--- src/rtl/game_io_pkg.sv ---
// Port map and ctrl bit positions for the KCPSM6 game I/O hub.
package game_io_pkg;

  localparam logic [7:0] P_BTNS  = 8'h00;
  localparam logic [7:0] P_SW    = 8'h01;
  localparam logic [7:0] P_LED   = 8'h02;
  localparam logic [7:0] P_DIG0  = 8'h03;
  localparam logic [7:0] P_DP    = 8'h07;
  localparam logic [7:0] P_GINFO = 8'h09;
  localparam logic [7:0] P_IMASK = 8'h0A;
  localparam logic [7:0] P_IPEND = 8'h0B;
  localparam logic [7:0] P_CTRL  = 8'h0C;
  localparam logic [7:0] P_RAND  = 8'h0F;

  localparam int CTRL_TICK_EN = 0;

endpackage

--- src/rtl/game_io_hub_irq_ctrl.sv ---
// Edge-detected event sources plus a periodic tick, sticky pending bits,
// mask and an ack/re-arm interrupt handshake.
module irq_ctrl
  import game_io_pkg::*;
#(
  parameter int N_IRQ       = 2,
  parameter int TICK_PERIOD = 50_000_000
) (
  input  logic             clk,
  input  logic             rst,
  input  logic [N_IRQ-1:0] irq_src,
  input  logic             tick_en,
  input  logic             mask_we,
  input  logic             pend_we,
  input  logic [N_IRQ:0]   wdata,
  input  logic             interrupt_ack,
  output logic [N_IRQ:0]   irq_mask,
  output logic [N_IRQ:0]   pend,
  output logic             interrupt
);

  localparam int CW = $clog2(TICK_PERIOD);
  localparam logic [CW-1:0] TC = CW'(TICK_PERIOD - 1);

  logic [CW-1:0]    cnt;
  logic             tick;
  logic             armed;
  logic [N_IRQ-1:0] src_q;
  logic [N_IRQ:0]   ev;
  logic [N_IRQ:0]   w1c;

  assign tick = tick_en && (cnt == TC);
  assign ev   = {tick, irq_src & ~src_q};
  assign w1c  = pend_we ? wdata : '0;

  always_ff @(posedge clk or posedge rst) begin
    if (rst) begin
      cnt       <= '0;
      src_q     <= '0;
      irq_mask  <= '0;
      pend      <= '0;
      armed     <= 1'b1;
      interrupt <= 1'b0;
    end else begin
      src_q <= irq_src;
      if (!tick_en || tick)
        cnt <= '0;
      else
        cnt <= cnt + 1'b1;
      if (mask_we)
        irq_mask <= wdata;
      // an event landing on a bit being cleared still sets it
      pend <= (pend & ~w1c) | ev;
      if (interrupt_ack) begin
        interrupt <= 1'b0;
        armed     <= 1'b0;
      end else begin
        if (armed && |(pend & irq_mask))
          interrupt <= 1'b1;
        if (pend_we)
          armed <= 1'b1;
      end
    end
  end

endmodule

--- src/rtl/game_io_hub.sv ---
// Port-mapped register file between kcpsm6 and the game datapath:
// output registers, registered read mux and the interrupt block.
module game_io_hub
  import game_io_pkg::*;
#(
  parameter int TICK_PERIOD = 50_000_000,
  parameter int N_IRQ       = 2,
  parameter int N_DIG       = 4
) (
  input  logic               clk,
  input  logic               rst,
  input  logic [7:0]         port_id,
  input  logic [7:0]         out_port,
  input  logic               write_strobe,
  input  logic               k_write_strobe,
  input  logic               read_strobe,
  output logic [7:0]         in_port,
  output logic               interrupt,
  input  logic               interrupt_ack,
  input  logic [3:0]         db_btns,
  input  logic [7:0]         db_sw,
  input  logic [1:0]         randomized_value,
  input  logic [N_IRQ-1:0]   irq_src,
  output logic [7:0]         led,
  output logic [5*N_DIG-1:0] dig,
  output logic [N_DIG-1:0]   dp,
  output logic [7:0]         game_info
);

  logic           ctrl;
  logic [7:0]     rd;
  logic [N_IRQ:0] irq_mask;
  logic [N_IRQ:0] pend;
  logic           unused_ok;

  // OUTPUTK and read_strobe carry no behaviour here
  assign unused_ok = ^{k_write_strobe, read_strobe};

  irq_ctrl #(
    .N_IRQ       (N_IRQ),
    .TICK_PERIOD (TICK_PERIOD)
  ) u_irq (
    .clk           (clk),
    .rst           (rst),
    .irq_src       (irq_src),
    .tick_en       (ctrl),
    .mask_we       (write_strobe && port_id == P_IMASK),
    .pend_we       (write_strobe && port_id == P_IPEND),
    .wdata         (out_port[N_IRQ:0]),
    .interrupt_ack (interrupt_ack),
    .irq_mask      (irq_mask),
    .pend          (pend),
    .interrupt     (interrupt)
  );

  always_ff @(posedge clk or posedge rst) begin
    if (rst) begin
      led       <= '0;
      dig       <= '0;
      dp        <= '0;
      game_info <= '0;
      ctrl      <= 1'b0;
    end else if (write_strobe) begin
      if (port_id == P_LED)   led       <= out_port;
      if (port_id == P_DP)    dp        <= out_port[N_DIG-1:0];
      if (port_id == P_GINFO) game_info <= out_port;
      if (port_id == P_CTRL)  ctrl      <= out_port[CTRL_TICK_EN];
      for (int k = 0; k < N_DIG; k++)
        if (port_id == 8'(P_DIG0 + k))
          dig[5*k +: 5] <= out_port[4:0];
    end
  end

  always_comb begin
    rd = '0;
    case (port_id)
      P_BTNS:  rd = {4'b0, db_btns};
      P_SW:    rd = db_sw;
      P_LED:   rd[N_IRQ-1:0] = irq_src;
      P_GINFO: rd = game_info;
      P_IMASK: rd[N_IRQ:0] = irq_mask;
      P_IPEND: rd[N_IRQ:0] = pend;
      P_CTRL:  rd[CTRL_TICK_EN] = ctrl;
      P_RAND:  rd = {6'b0, randomized_value};
      default: rd = '0;
    endcase
    for (int k = 0; k < N_DIG; k++)
      if (port_id == 8'(P_DIG0 + k))
        rd = {3'b0, dig[5*k +: 5]};
  end

  always_ff @(posedge clk or posedge rst) begin
    if (rst) in_port <= '0;
    else     in_port <= rd;
  end

endmodule

--- config.mk ---
export PLATFORM = sky130hd
export DESIGN_NAME = game_io_hub
export DESIGN_NICKNAME = d
export VERILOG_FILES = /design/src/rtl/game_io_pkg.sv /design/src/rtl/game_io_hub_irq_ctrl.sv /design/src/rtl/game_io_hub.sv
export SDC_FILE = /design/constraint.sdc
export NUM_CORES = 1
export LEC_CHECK = 0
export CAP_MARGIN = 20
export CELL_PAD_IN_SITES_DETAIL_PLACEMENT = 1
export CELL_PAD_IN_SITES_GLOBAL_PLACEMENT = 2
export CORE_ASPECT_RATIO = 1.75
export CORE_UTILIZATION = 35
export DETAILED_ROUTE_END_ITERATION = 10
export GPL_TIMING_DRIVEN = 0
export PLACE_DENSITY = 0.89
export SKIP_LAST_GASP = 1
export SYNTH_ARGS = -nofsm -noshare
export SYNTH_HDL_FRONTEND = slang
export SYNTH_HIERARCHICAL = 1
export SYNTH_SLANG_ARGS = --single-unit
--- constraint.sdc ---
create_clock -name clk -period 5.7 [get_ports clk]
set_input_delay 0.855 -clock clk [delete_from_list [all_inputs] [get_ports clk]]
set_output_delay 0.855 -clock clk [all_outputs]
set_load 0.05 [all_outputs]
# == Word level (Yosys, flattened, before mapping) ==
# Cells that the tools add are included.
# op_classes
multipliers,0
n_mux,14
add_sub_neg,1
bitwise,6
shifts,0
eq_ne,13
n_div,0
reduce_logical,18
magnitude_cmp,0
# ops
cell,n
8-bit by 4-bit equality test with 1-bit output (second input constant),5
8-bit by 3-bit equality test with 1-bit output (second input constant),4
8-bit two-way mux,4
26-bit by 1-bit adder with 26-bit output (second input constant),1
26-bit equality test (second input constant),1
26-bit two-way mux,1
8-bit by 2-bit equality test with 1-bit output (second input constant),2
2-bit AND reduction,8
5-bit case mux with 3 select lines,1
8-bit by 1-bit equality test with 1-bit output (second input constant),1
8-bit zero test,1
1-bit case mux with 8 select lines,1
1-bit case mux with 7 select lines,1
3-bit AND,2
1-bit case mux with 5 select lines,1
1-bit logical AND,4
1-bit two-way mux,4
2-bit nonzero test,2
3-bit two-way mux,1
3-bit NOT,1
3-bit OR,1
3-bit OR reduction,1
2-bit AND,1
2-bit NOT,1
other kinds (2),2
# totals
out_inout_bits,49
mem_bits_rw,0
elab_cells,67
input_bits,38
rom_bits,0
n_memories,0
reg_bits,85
latch_bits,0

# == Depth between registers and ports, before layout ==
# Gate-level depths: netlist (run 1).
# depth
depth_word,6
depth_mapped,7
mapped_depth_nobuf,6

# == Cells and area by module ==
# The synthesis (run 1) kept the hierarchy.
# modules_own_cells
module,seq_area_each_um2,area_each_um2,n_inst,cells_per_inst
game_io_hub,1226.2,2461.1,1,202
irq_ctrl,902.1,1724.2,1,173

# == Worst setup path before layout (run 1) ==
# Ideal clock, no wire load.
# synth_timing
path_type,input port to flip-flop
startpoint,in port_id[5]
endpoint,reg dig[0]
t_arrival_ns,2.222
path_buffers,2
setup_ns,0.125
setup_slack_ns,3.353
path_stages,6
required_time_ns,5.575
cell_sequence,or4_1 > buf_6 > nor2_8 > and3_1 > buf_4 > mux2_2
# synth_between
elab_chain_cells,2
# synth_lines
item,line,source
from (decl),game_io_hub.sv:12,"input logic [7:0] port_id,"
8-bit by 2-bit equality test with 1-bit output,game_io_hub.sv:69,if (port_id == 8'(P_DIG0 + k))
2-bit AND reduction (no line),n/a,
"to (signal, indexed assignment)",game_io_hub.sv:70,dig[5*k +: 5] <= out_port[4:0];
to (decl),game_io_hub.sv:25,"output logic [5*N_DIG-1:0] dig,"
# No other way between the ends.
# A chain may end at the register's enable or synchronous reset.

# == Final worst setup path (run 1) ==
# layout_timing
startpoint,in port_id[5]
endpoint,reg game_info[7]
# layout_between
elab_chain_cells,2
# layout_lines
item,line,source
8-bit by 4-bit equality test with 1-bit output,game_io_hub.sv:66,if (port_id == P_GINFO) game_info <= out_port;
2-bit AND reduction (no line),n/a,
to (signal assigned),game_io_hub.sv:66,
to (decl),game_io_hub.sv:27,output logic [7:0] game_info
# No other way between the ends.

==> results of run 1 <==
## cell usage after synthesis, types with 5 or more instances
| cell type | number |
|---|---|
| sky130_fd_sc_hd__dfrtp_1 | 84 |
| sky130_fd_sc_hd__mux2_2 | 44 |
| sky130_fd_sc_hd__nor2_1 | 30 |
| sky130_fd_sc_hd__nand2_1 | 20 |
| sky130_fd_sc_hd__o21ai_0 | 18 |
| sky130_fd_sc_hd__a21oi_1 | 16 |
| sky130_fd_sc_hd__nand4_1 | 12 |
| sky130_fd_sc_hd__inv_1 | 10 |
| sky130_fd_sc_hd__buf_2 | 9 |
| sky130_fd_sc_hd__nand3_1 | 9 |
| sky130_fd_sc_hd__or3_1 | 8 |
| sky130_fd_sc_hd__mux2i_1 | 7 |
| sky130_fd_sc_hd__xnor2_1 | 7 |
| sky130_fd_sc_hd__and3_1 | 6 |
| sky130_fd_sc_hd__clkbuf_1 | 6 |
| sky130_fd_sc_hd__or4_1 | 6 |
| sky130_fd_sc_hd__xor2_1 | 6 |
| sky130_fd_sc_hd__nor2b_1 | 5 |
| sky130_fd_sc_hd__nor4_1 | 5 |
| sky130_fd_sc_hd__o31ai_1 | 5 |
## critical path: stages
cell and delay [ns]:
sky130_fd_sc_hd__clkdlybuf4s50_1 0.42, sky130_fd_sc_hd__nor4_1 1.02, sky130_fd_sc_hd__nand4b_1 0.30, sky130_fd_sc_hd__nor2_2 0.55, sky130_fd_sc_hd__mux2_2 0.41
## worst paths after layout
kind	startpoint	endpoint	slack, ns	depth (start not counted)
worst max-delay path	port_id[5]	game_info[7]$_DFFE_PP0P_	2.36	5
worst min-delay path	u_irq/src_q[0]$_DFF_PP0_	u_irq/pend[0]$_DFF_PP0_	0.42	1
worst max register to register	u_irq/cnt[10]$_DFF_PP0_	u_irq/cnt[4]$_DFF_PP0_	3.30	5
worst min register to register	u_irq/src_q[0]$_DFF_PP0_	u_irq/pend[0]$_DFF_PP0_	0.42	1
max in group asynchronous	rst	u_irq/cnt[14]$_DFF_PP0_	4.20	3
min in group asynchronous	rst	game_info[1]$_DFFE_PP0P_	0.81	2
## registers in the layout, indices dropped and copies added, names as in the netlist
name             cells
u_irq/cnt           26
dig                 20
game_info            8
in_port              8
led                  8
dp                   4
u_irq/irq_mask       3
u_irq/pend           3
u_irq/src_q          2
ctrl                 1
u_irq/armed          1
u_irq/interrupt      1
## cells by family after synthesis
| logic type | after synthesis | share of synthesized area, % |
|---|---|---|
| simple gates | 132 | 19.0 |
| fa+ha+maj | 2 | 0.598 |
| flops | 85 | 50.9 |
| mux | 51 | 13.5 |
| buf+inv | 29 | 3.23 |
| compound gates | 63 | 10.1 |
| xor+xnor | 13 | 2.72 |
## per-stage QoR
| step | total power, mW | cell area (sq um) | utilization (%) | hold WS [ns] |
|---|---|---|---|---|
| 2_1_floorplan | 0.745 | 4190 | - | 0.400 |
| 3_3_place_gp | 0.822 | 5160 | 44.6 | 0.413 |
| 3_5_place_dp | 0.831 | 5210 | 45.0 | 0.424 |
| 4_1_cts | 1.44 | 5520 | 47.7 | 0.427 |
| 5_1_grt | 1.47 | 5520 | 47.7 | 0.429 |
| 6_report | 1.43 | 5520 | 47.7 | 0.422 |
## layout make-up
class	instances	area (sq um)	area share, %
plain buffers	19	97.6	1.77
clock buffers	10	239	4.33
repair buffers	83	858	15.5
multi-input cells	261	1920	34.8
clock inverters	6	70.1	1.27
inverters	10	37.5	0.680
well taps	135	169	3.06
flip-flops and latches	85	2130	38.5
## power breakdown
group	internal, mW	switching [mW]	total, mW	leakage (nW)
clock	0.356	0.254	0.609	0.153
sequential	0.619	0.0137	0.633	1.16
combinational	0.0715	0.116	0.187	1.03
total	1.05	0.383	1.43	2.34
## routing by layer
layer  track usage [%]  up-vias  wire length, um
met4              11.7        0              476
met1              22.1     1756             4550
met2              43.9       83             7680
met5                 0        -                0
li1                  -     1563                -
met3              4.69       30              499
## cell usage in the layout (no fill, tap or decap), drive strengths merged, types with 3 or more instances in the layout
cell / count
clkinv: 3
nand2b: 3
a21oi: 16
nor2b: 5
xor2: 6
or3: 8
or4: 6
nor4: 5
clkdlybuf4s50: 81
xnor2: 7
dfrtp: 84
or3b: 3
and3: 6
buf: 15
clkbuf: 16
mux2i: 7
nor2: 32
nand4: 15
o31ai: 5
nand2: 20
mux2: 44
nand3: 12
inv: 12
o2bb2ai: 3
o21ai: 18
==> flow_summary.rst, run 1 <==
.. list-table::
   :header-rows: 1

   * - Metric
     - Value
   * - Clock tree from TritonCTS
     - yes
   * - Count of max-cap constraint violations
     - 0
   * - Post-route setup TNS
     - 0 ns
   * - Number of antenna-violating nets in the routed design
     - 0
   * - Die width
     - 84.7 um
   * - Largest net degree at the start of global routing
     - 41
   * - Buffers inserted during post-CTS setup optimization
     - 0
   * - Die Area
     - roughly 12000 sq um
   * - Type of element capturing the critical path
     - flip-flop
   * - Ranking of synthesized cells by area
     - sky130_fd_sc_hd__dfrtp_1, sky130_fd_sc_hd__mux2_2, sky130_fd_sc_hd__nor2_1
   * - Distinct cell type count of the synthesized netlist
     - 61
   * - Count of pins on the block boundary
     - 87
   * - Number of global-route vias before repair
     - 3961
   * - Unrepaired setup endpoints after global routing
     - no
   * - Primary FF master, synth
     - sky130_fd_sc_hd__dfrtp_1
   * - Cell area after synthesis
     - 4190 sq um
   * - FFs w/ async S/R, synth
     - 100%
   * - Post-synth top area cell
     - sky130_fd_sc_hd__dfrtp_1
   * - Number of detailed-route iterations in the first pass
     - 4
   * - Worst-case clock skew
     - 0.00877 ns
   * - Worst-Margin Slew
     - ~1.2 ns
   * - Worst slew margin relative to its limit
     - 19.0%
   * - Placed cell count
     - 593
   * - Power density of the placed cells
     - between 200 and 300 nW/um^2
   * - Critical path startpoint category
     - primary input
   * - Largest driver fanout on the critical path
     - 8
   * - Part of the Yosys area used for sequential elements
     - 50.9%
   * - Number of cell rows
     - 52
   * - Post-synthesis average cell area
     - 11.2 sq um
   * - Remaining Overflow, GRT
     - 0
   * - Number of input and output port buffers inserted
     - 81
   * - Final wirelength
     - 13200 um
   * - Antenna violations before repair
     - 0
   * - Placement-stage worst setup slack
     - 2.13 ns
   * - Number of enable flip-flop cells after synthesis
     - 0
   * - Post-layout worst setup margin
     - 2.36 ns
   * - Core Box Area
     - about 12000 sq um
   * - Type of the worst min-delay path
     - flip-flop to flip-flop
   * - Clk pin slew, worst setup/hold paths
     - around 0.060 ns
   * - First-pass GRT wire length
     - 21400 um
   * - Worst ir drop on vdd
     - around 0.21 mV
   * - Post-Synthesis Cells
     - 375
   * - Violation count after the first detailed-route iteration
     - 104
   * - Clock Latency Late Sink
     - ~0.34 ns
   * - Area fraction of the dominant cell type after synthesis
     - 50.2%
   * - Hold-fix buffer count after cts
     - 0
   * - Routed via count
     - around 3400
   * - Fraction of final layout cells with drive strength greater than 1
     - 19.4%
   * - Initial core utilization
     - 36.1%
   * - Die H
     - around 150 um
   * - Run status
     - completed
   * - Antenna diodes
     - 0
   * - Final setup violation count
     - 0
   * - Post-DP HPWL
     - 9750 um
   * - Share of the clock period used by the worst path after layout
     - approximately three fifths
   * - Required time of the critical path
     - 5.92 ns
   * - Number of buffers inserted during clock tree synthesis
     - 9
   * - Number of H-tree levels
     - 3
   * - Kind of critical path
     - primary input to flip-flop
   * - Number of nets in the layout
     - ~510
   * - Syn nets
     - 415
   * - Clock tree root driver cell
     - sky130_fd_sc_hd__clkbuf_16
   * - Arr. time, crit path
     - roughly 3.6 ns
   * - Register bit count reported by yosys
     - 85
   * - Aggregate global-route resource usage
     - 22.7%
   * - Fmax
     - between 0.2 and 0.3 GHz
   * - Drt wl/cell
     - 21.7 um
   * - Total of warnings raised by yosys
     - 6
   * - Area delta synth->final
     - 31.9%
   * - Finished Layout Cells
     - roughly 600
   * - DRC viols
     - 0
   * - Count of final hold-check violations
     - 0
   * - Final slew viol count
     - 0
   * - Max clock buf depth
     - 2
   * - Leak Pwr
     - 2.34 nW
   * - RePlAce Congestion
     - about 0.86
   * - Average via count per standard cell
     - 5.64
   * - Number of fillers in the final layout
     - 1270
   * - Crit path time final
     - 3.34 ns
   * - Count of cells resized by post-cts repair
     - 0
   * - TritonCTS sink count
     - 85
Note: power is estimated with default switching activity, not from simulation.
==> run 2: changes to the inputs <==
--- a/config.mk
+++ b/config.mk
@@ -9,10 +9,10 @@
 export CELL_PAD_IN_SITES_DETAIL_PLACEMENT = 1
 export CELL_PAD_IN_SITES_GLOBAL_PLACEMENT = 2
 export CORE_ASPECT_RATIO = 1.75
-export CORE_UTILIZATION = 35
+export CORE_UTILIZATION = 30
 export DETAILED_ROUTE_END_ITERATION = 10
 export GPL_TIMING_DRIVEN = 0
-export PLACE_DENSITY = 0.89
+export PLACE_DENSITY = 0.82
 export SKIP_LAST_GASP = 1
 export SYNTH_ARGS = -nofsm -noshare
 export SYNTH_HDL_FRONTEND = slang
==> constraint.sdc (replaced) <==
create_clock -name clk -period 2.9 [get_ports clk]
set_input_delay 0.435 -clock clk [delete_from_list [all_inputs] [get_ports clk]]
set_output_delay 0.435 -clock clk [all_outputs]
set_load 0.05 [all_outputs]
==> run 2 against run 1 <==
Effect of this change:
- final cell count up 6.4%
- hold slack worse by 0.075 ns
- combinational power up 96%
- wire length down 3.1%
- core utilization down 6.7 points
- cell area up 0.43%
- sequential power up 96%
- register-to-register slack worse by 2.9 ns
- first-iteration DRC count up 44%
- global-route usage down 3.9 points
- critical path type is now flip-flop to flip-flop
- highest routed layer unchanged
==> flow_summary.rst, run 2 (synthesis gave the netlist of run 1 again) <==
.. list-table::
   :header-rows: 1

   * - Metric
     - Value
   * - Run status
     - completed
   * - Share of the clock period used by the worst path after layout
     - ~85%
   * - Most common library cell in the layout ignoring fill and taps
     - sky130_fd_sc_hd__dfrtp_1
   * - Leak Pwr
     - 2.33 nW (-0.65%)
   * - DRC viols
     - 0 (unchanged)
   * - Worst-Margin Slew
     - 0.778 ns (-0.426 ns)
   * - Count of max-cap constraint violations
     - 0 (unchanged)
   * - Final slew viol count
     - 0 (unchanged)
   * - Final setup violation count
     - 0 (unchanged)
   * - Depth of the worst register-to-register path
     - 5 (unchanged)
   * - RePlAce Congestion
     - 0.885 (+2.4%)
   * - Antenna violations before repair
     - 0 (unchanged)
   * - Aggregate global-route resource usage
     - 18.8% (-3.9 points)
   * - Violation count after the first detailed-route iteration
     - 150 (+44%)
   * - Start point of the critical path
     - u_irq/cnt[10]$_DFF_PP0_
   * - Number of antenna-violating nets in the routed design
     - 0 (unchanged)
   * - Regs by FF count
     - u_irq/cnt x26, dig x20
   * - Number of global-route vias before repair
     - 3810 (-3.8%)
   * - Clock Latency Late Sink
     - 0.34 ns (about the same)
   * - Worst ir drop on vdd
     - 0.317 mV (+47%)
   * - Die width
     - 91.3 um (+7.8%)
   * - Initial core utilization
     - 30.9% (-5.2 points)
   * - Die H
     - 158 um (+7.9%)
   * - Kind of critical path
     - flip-flop to flip-flop
   * - First-pass GRT wire length
     - 20800 um (-2.7%)
   * - Core Box Area
     - 13500 sq um (+17%)
   * - End of the worst register-to-register path
     - u_irq/cnt[6]$_DFF_PP0_
   * - Endpoint of the most critical setup path
     - u_irq/cnt[6]$_DFF_PP0_
   * - Number of nets in the layout
     - 509 (unchanged)
   * - Commonest cells after routing, fill and taps aside
     - sky130_fd_sc_hd__dfrtp_1, sky130_fd_sc_hd__clkdlybuf4s50_1, sky130_fd_sc_hd__mux2_2
   * - Final core occ
     - 41.0% (-6.7 points)
   * - Number of cell rows
     - 56 (+7.7%)
   * - Type of element capturing the critical path
     - flip-flop
   * - Launching point of the worst reg2reg path
     - u_irq/cnt[10]$_DFF_PP0_
   * - Total Power
     - 2.73 mW (+91%)
   * - Buffers inserted during post-CTS setup optimization
     - 0 (unchanged)
   * - Type of the worst min-delay path
     - primary input to async pin
   * - Worst-case clock skew
     - 0.0101 ns (+0.00137 ns)
   * - Post-DP HPWL
     - 9890 um (+1.4%)
   * - Critical path startpoint category
     - flip-flop
   * - Count of pins on the block boundary
     - 87 (unchanged)
   * - Largest net degree at the start of global routing
     - 45 (+9.8%)
   * - Arr. time, crit path
     - 2.68 ns (-0.88 ns)
   * - Number of fillers in the final layout
     - 1485 (+17%)
   * - Hold-fix buffer count after cts
     - 0 (unchanged)
   * - Number of H-tree levels
     - 3 (unchanged)
   * - Area of placed instances
     - 5260 sq um (+0.94%)
   * - Clock tree from TritonCTS
     - yes
   * - Area delta synth->final
     - 32.5%
   * - Fraction of final layout cells with drive strength greater than 1
     - 19.4% (unchanged)
   * - Required time of the critical path
     - 3.12 ns (-2.80 ns)
   * - Register Area
     - 2130 sq um (unchanged)
   * - Multi-input logic area
     - 1920 sq um (unchanged)
   * - Clk pin slew, worst setup/hold paths
     - 0.07 ns (about the same)
   * - Routed via count
     - 3380 (-1.5%)
   * - Number of buffers inserted during clock tree synthesis
     - 9 (unchanged)
   * - Final wirelength
     - 12800 um (-3.1%)
   * - Count of cells resized by post-cts repair
     - 0 (unchanged)
   * - Crit path time final
     - 2.46 ns
   * - Worst slew margin relative to its limit
     - 47.7% (+29 points)
   * - Clock tree root driver cell
     - sky130_fd_sc_hd__clkbuf_16
   * - Number of flip-flops under the largest register name
     - 26 (unchanged)
   * - Drt wl/cell
     - 19.7 um (-8.9%)
   * - TritonCTS sink count
     - 85 (unchanged)
   * - Count of final hold-check violations
     - 0 (unchanged)
   * - Post-route setup TNS
     - 0 ns (unchanged)
   * - Fmax
     - between 0.4 and 0.5 GHz
   * - Antenna diodes
     - 0 (unchanged)
   * - Top register by number of flip-flops
     - u_irq/cnt
   * - Number of input and output port buffers inserted
     - 81 (unchanged)
   * - Reg2reg setup slack
     - 0.44 ns (-2.86 ns)
   * - Power density of the placed cells
     - 492 nW/um^2 (+90%)
   * - Final cell area excluding filler cells
     - 5550 sq um (+0.43%)
   * - Unrepaired setup endpoints after global routing
     - no
   * - Max clock buf depth
     - 2 (unchanged)
   * - Number of detailed-route iterations in the first pass
     - 4 (unchanged)
   * - Average via count per standard cell
     - 5.22 (-7.4%)
   * - Die Area
     - 14400 sq um (+16%)
   * - Largest driver fanout on the critical path
     - 10 (+2)
   * - Remaining Overflow, GRT
     - 0 (unchanged)
run 2: cell count changes in the layout (fill, tap and decap cells not counted):
| cell | previous run | this run |
|---|---|---|
| sky130_fd_sc_hd__bufinv_16 | 1 | 0 |
| sky130_fd_sc_hd__clkinvlp_4 | 0 | 1 |
| sky130_fd_sc_hd__clkbuf_8 | 1 | 0 |
| sky130_fd_sc_hd__inv_8 | 0 | 1 |
run 2: worst min-delay path by stage:
| stage | startpoint | to | slack [ns] | cells past startpoint |
|---|---|---|---|---|
| 6_report | rst | in_port[2]$_DFF_PP0_ | 0.35 | 2 |
| 5_1_grt | rst | in_port[2]$_DFF_PP0_ | 0.36 | 2 |
| 4_1_cts | rst | in_port[2]$_DFF_PP0_ | 0.35 | 2 |
| 3_5_place_dp | u_irq/src_q[0]$_DFF_PP0_ | u_irq/pend[0]$_DFF_PP0_ | 0.43 | 1 |
| 3_3_place_gp | u_irq/src_q[1]$_DFF_PP0_ | u_irq/pend[1]$_DFF_PP0_ | 0.41 | 1 |
| 2_1_floorplan | u_irq/src_q[0]$_DFF_PP0_ | u_irq/pend[0]$_DFF_PP0_ | 0.40 | 1 |
run 2: per-stage QoR:
step / instances / setup slack [ns] / hold WS (ns)
3_5_place_dp: 632 / 0.0422 / 0.433
4_1_cts: 648 / 0.396 / 0.347
6_report: 648 / 0.435 / 0.347
3_3_place_gp: 630 / 0.0527 / 0.414
2_1_floorplan: 375 / 0.968 / 0.400
5_1_grt: 648 / 0.217 / 0.357
run 2: critical path, stage by stage (launching register included):
cell and delay, ns:
sky130_fd_sc_hd__dfrtp_1 0.42, sky130_fd_sc_hd__nor4_1 0.49, sky130_fd_sc_hd__nand4_1 0.21, sky130_fd_sc_hd__o41ai_2 0.77
sky130_fd_sc_hd__buf_2 0.36, sky130_fd_sc_hd__nor2_1 0.09
run 2: per-layer routing:
layer / up-vias / GRT usage, % / share of wire [%]
li1: 1568 / - / -
met1: 1702 / 17.6 / 34
met3: 23 / 3.30 / 4.0
met4: 0 / 8.39 / 3.3
met2: 87 / 38.9 / 59
met5: - / 0 / 0
run 2: power breakdown:
part | total (mW) | switching (mW) | internal [mW]
Combinational | 0.367 | 0.226 | 0.141
Sequential | 1.24 | 0.0242 | 1.22
Clock | 1.12 | 0.525 | 0.595
run 2: cell type report:
type | instances | area share (%)
buffer | 19 | 1.76
sequential | 85 | 38.4
clock buffer | 9 | 4.06
tap | 174 | 3.93
multi-input combinational | 261 | 34.7
timing repair buffer | 83 | 15.5
inverter | 10 | 0.677
clock inverter | 7 | 1.06
